## config.mk

```make
export PLATFORM = sky130hd
export DESIGN_NAME = char_buffer_ram
export DESIGN_NICKNAME = d
export VERILOG_FILES = /design/src/rtl/char_buffer_ram.sv
export SDC_FILE = /design/constraint.sdc
export NUM_CORES = 2
export LEC_CHECK = 0
export CAP_MARGIN = 30
export CELL_PAD_IN_SITES_DETAIL_PLACEMENT = 0
export CELL_PAD_IN_SITES_GLOBAL_PLACEMENT = 2
export CORE_ASPECT_RATIO = 0.75
export CORE_UTILIZATION = 50
export DETAILED_ROUTE_END_ITERATION = 8
export PLACE_DENSITY_LB_ADDON = 0.1
export SYNTH_ARGS = -nofsm -noshare
export SYNTH_HDL_FRONTEND = slang
export SYNTH_SLANG_ARGS = --single-unit
```

## constraint.sdc

```tcl
create_clock -name clk -period 15.3 [get_ports clk]
set_input_delay 1.53 -clock clk [delete_from_list [all_inputs] [get_ports clk]]
set_output_delay 1.53 -clock clk [all_outputs]
set_load 0.05 [all_outputs]
```

## src/rtl/char_buffer_ram.sv

```systemverilog
// COLS x ROWS character-map RAM for the text overlay: registered read port,
// cursor write port with wrap/newline handling, and a full-screen clear sequencer.
module char_buffer_ram #(
  parameter  int                COLS       = 16,
  parameter  int                ROWS       = 16,
  parameter  int                CODE_W     = 7,
  parameter  logic [CODE_W-1:0] BLANK_CODE = CODE_W'(7'h20),
  parameter  logic [CODE_W-1:0] NL_CODE    = CODE_W'(7'h7f),
  localparam int                CW         = $clog2(COLS),
  localparam int                RW         = $clog2(ROWS),
  localparam int                AW         = CW + RW,
  localparam int                N          = COLS * ROWS
) (
  input  logic              clk,
  input  logic              rst_n,
  input  logic [AW-1:0]     rd_xy,
  output logic [CODE_W-1:0] rd_code,
  input  logic              cur_set,
  input  logic [AW-1:0]     cur_xy,
  input  logic              wr_valid,
  input  logic [CODE_W-1:0] wr_code,
  output logic              wr_ready,
  input  logic              clr_req,
  output logic              busy,
  output logic [AW-1:0]     cur_pos
);

  typedef enum logic {S_IDLE, S_CLEAR} state_t;

  state_t            state_q, state_d;
  logic [AW-1:0]     clr_addr_q;
  logic [AW-1:0]     cursor_q;
  logic [AW-1:0]     eff_xy;
  logic [AW-1:0]     wr_addr;
  logic [CODE_W-1:0] wr_data;
  logic              wr_en;
  logic              wr_acc;
  logic              clr_last;
  logic [CODE_W-1:0] rd_code_p1;
  logic [CODE_W-1:0] mem [N];

  // Newline moves to column 0 of the next row; anything else advances one cell.
  function automatic logic [AW-1:0] next_cursor(input logic [AW-1:0] e, input logic nl);
    logic [RW-1:0] row;
    row = e[AW-1:CW] + RW'(1);
    if (nl) return {row, {CW{1'b0}}};
    return e + AW'(1);
  endfunction

  always_ff @(posedge clk or negedge rst_n) begin
    if (!rst_n) state_q <= S_CLEAR;
    else        state_q <= state_d;
  end

  always_comb begin
    state_d = state_q;
    case (state_q)
      S_IDLE:  if (clr_req)  state_d = S_CLEAR;
      S_CLEAR: if (clr_last) state_d = S_IDLE;
      default: state_d = S_CLEAR;
    endcase
  end

  always_comb begin
    busy     = (state_q == S_CLEAR);
    wr_ready = (state_q == S_IDLE);
  end

  assign clr_last = (clr_addr_q == AW'(N - 1));
  assign wr_acc   = wr_valid && wr_ready;
  assign eff_xy   = cur_set ? cur_xy : cursor_q;

  // Address counter rolls over to 0 on its own after N-1 and stays 0 while idle.
  always_ff @(posedge clk or negedge rst_n) begin
    if (!rst_n)     clr_addr_q <= '0;
    else if (busy)  clr_addr_q <= clr_addr_q + AW'(1);
    else            clr_addr_q <= '0;
  end

  always_ff @(posedge clk or negedge rst_n) begin
    if (!rst_n) begin
      cursor_q <= '0;
    end else if (busy) begin
      if (clr_last) cursor_q <= '0;
    end else if (wr_acc) begin
      cursor_q <= next_cursor(eff_xy, wr_code == NL_CODE);
    end else if (cur_set) begin
      cursor_q <= cur_xy;
    end
  end

  assign cur_pos = cursor_q;

  always_comb begin
    wr_addr = eff_xy;
    wr_data = wr_code;
    wr_en   = wr_acc && (wr_code != NL_CODE);
    if (busy) begin
      wr_addr = clr_addr_q;
      wr_data = BLANK_CODE;
      wr_en   = 1'b1;
    end
  end

  always_ff @(posedge clk) begin
    if (wr_en) mem[wr_addr] <= wr_data;
  end

  // Stage p1: synchronous read, read-first against a same-cycle write.
  always_ff @(posedge clk or negedge rst_n) begin
    if (!rst_n) rd_code_p1 <= '0;
    else        rd_code_p1 <= mem[rd_xy];
  end

  assign rd_code = rd_code_p1;

endmodule

```

==> results.toml <==
[hold_path]
hold_depth = 1
hold_start = "clr_addr_q[0]"
hold_path.class = "reg -> reg"
min_to = "clr_addr_q[0]"

[die]
pin_count = 45
initial_core_util_pct = 50.5
die_width_um = 437
coreArea_sq_um = 141000
die_h_um = 328
num_rows = 119
die_area_sq_um = 143000

[synth]
synthCells = 3476
syn_nets = 3507
synth.distinct_cells = 62
synth_seq_cells = 1816
synth_ff_type = "edfxtp_1"
yosysTopAreaCell = "edfxtp_1"
synth_area_leaders = "edfxtp_1 (76%), mux4_2 (13%), mux2i_1 (2.1%)"
postSynthAreaPerCell_sq_um = 20.4
async_flop_share_pct = 1.32
post-synth-top-count-cell = "edfxtp_1"
syn-cell-area_sq_um = 70900
yosysSeqAreaShare_pct = 76.7
yosys_warnings = 0
synth_common_cells = "edfxtp_1 (1792), mux4_2 (394), nor2_1 (311), mux2i_1 (152), clkbuf_1 (97)"
synth_edf_count = 1792
synth_top_area_share_pct = 75.9

[final_layout]
utilization_pct = 56.3
fin_nets = 3607
final_cells = 5589
synthToLayoutAreaGrowth_pct = 11.6
final_layout_size_suffix_gt1_share_pct = 20.5
final_area_sq_um = 79100

[sta]
min_period_over_period_pct = 36.2
rsz0062_at_grt = "no"
setup_viol = 0
tightest_slew_ps = 1290
max_clock_freq_ghz = 0.181
hold_violations = 0
slew_violations = 0
max_slew_margin_pct = 14.0
fin_crit_ps = 5530
setup_tns_ps = 0
fin_ws_ps = 9770
holdWs_ps = 494
clock_skew_ps = 19.9

[critical_path]
rr_worst_depth = 6
ff2ff_setup_slack_ps = 9770
critPathMaxFanout = 25
worstSetupPathType = "reg -> reg"
r2r-end = "mem[230][5]"
cp_common_cell = "nor2_1"
critPathLaunchType = "flop"
arrival_ps = 5970
crit_family = "simple AND/OR/NAND/NOR gates"
required_ps = 15730
cpMaxStageDelayCell = "nand3_1"
critPathBufInv = 2
crit_chain = "clkinv_1, mux2_2, nor2_1, nand3_1, buf_4, nor2_1"
cp-end-kind = "flop"
r2r-start = "busy"
slowest_delay_ps = 1010

[route]
viasPerCell = 6.31
drc = 4
dr.first_iter.drc_count = 3710
first_pass_iters = 7
antenna_left = 0
wl_um = 183000
num_vias = 35300
post_drt_wl_per_cell_um = 32.7

[clocking]
worstSkewPairLatency_ps = 810
cts_resized = 0
h-tree-depth = 4
ctsHoldBuffers = 0
postCtsSetupRepairBufs = 0
cts_buffers = 172
clk_pin_slew_worst_paths_ps = 60
clkSinkCount = 1816
cts_tree = "built"
cts_buffer_depth = 3
root_buffer = "clkbuf_16"

[power_and_ir_drop]
clkPwrFrac_pct = 39.6
power_switching_mw = 2.49
p_per_area_nw_per_um2 = 136
cellInternalPower_mw = 8.23
p_seq_share_pct = 52.0
p_leak_nw = 24.8
peakVddDrop_mv = 0.111
combPwrFrac_pct = 8.4
total_power_mw = 10.7
switching_share_pct = 23.3

[place]
dpl_cell_area_sq_um = 73300
gp_congestion = 0.813
placed_cells = 5267
post-place-ws_ps = 8880
port_buffers = 44
dpl.hpwl_um = 110000

[run_status]
outcome = "finished, violations left"
violations = "DRC"

[global_route]
grt_usage_pct = 25.9
grt_max_degree = 182
antenna_found_initial = 6
grt_pass1_wl_um = 263000
grt_overflow = 0
grt_pass1_vias = 35500

[job]
maxCapViolations = 0
==> cell families after synthesis <==
| family | synth area share (%) |
|---|---|
| flip-flops | 76.7 |
| multiplexers | 15.0 |
| AND/OR/NAND/NOR | 3.18 |
| AO/OA/AOI/OAI | 3.30 |
| buffers and inverters | 1.65 |
| XOR/XNOR | 0.0865 |
| adder cells (fa/ha/maj) | 0.0529 |
==> power by group through the flow <==
stage	clock, mW	combinational (mW)	sequential (mW)
after floorplan	0	0.444	5.73
after global placement	0	0.876	5.68
after detailed placement	0	0.888	5.68
after CTS	4.31	0.890	5.58
after global routing	4.48	0.935	5.58
final	4.25	0.898	5.58
==> layer usage <==
metal	routed length [um]	GRT usage, %	up-vias
met5	0	0	-
met3	13500	4.75	230
met1	79100	38.1	19000
met2	86300	40.0	1435
li1	-	-	14600
met4	4020	7.42	0
==> area by class of cell <==
class	count	area, sq um
well taps	1875	2350
clock inverters	91	947
repair buffers	132	1400
flip-flops and latches	1816	54400
diodes	3	7.51
multi-input cells	1444	15400
inverters	10	37.5
fillers	10500	61400
clock buffers	218	4570
==> state kept, by name, indices dropped and copies added (netlist names) <==
signal and cells:
busy 1, mem 1792, cur_pos 8, clr_addr_q 8
rd_code 7
==> cells in the final DEF (no fill, tap or decap), drive strengths merged, types with 6 or more instances in the layout <==
| cell | synthesis | layout |
|---|---|---|
| mux2 | 21 | 21 |
| o22a | 13 | 13 |
| nor2 | 311 | 311 |
| a21oi | 50 | 50 |
| nand2 | 91 | 91 |
| nand3 | 32 | 32 |
| or2 | 6 | 6 |
| clkinv | 3 | 62 |
| o32ai | 6 | 6 |
| bufinv | 0 | 19 |
| a22o | 9 | 9 |
| nor3 | 37 | 37 |
| a22oi | 21 | 21 |
| nand2b | 7 | 7 |
| o22ai | 59 | 59 |
| nor2b | 18 | 18 |
| o21ai | 49 | 49 |
| inv | 7 | 17 |
| o221ai | 47 | 47 |
| o211ai | 6 | 6 |
| edfxtp | 1792 | 1792 |
| mux2i | 152 | 152 |
| dfrtp | 23 | 23 |
| clkbuf | 97 | 218 |
| clkdlybuf4s50 | 0 | 39 |
| a221oi | 24 | 24 |
| mux4 | 394 | 394 |
| buf | 109 | 93 |
| a211oi | 18 | 18 |
| nor4 | 12 | 12 |
==> worst max-delay path by stage <==
stage,start,endpoint,slack [ps],depth (start not counted)
global route,rd_xy[0],rd_code[4],9580,9
global placement,rd_xy[0],rd_code[3],8890,9
floorplan,wr_code[2],mem[0][2],6180,1
finish,busy,mem[230][5],9770,6
detailed placement,rd_xy[0],rd_code[4],8880,9
CTS,rd_xy[0],rd_code[4],9760,9
Note: power is estimated with default switching activity, not from simulation.
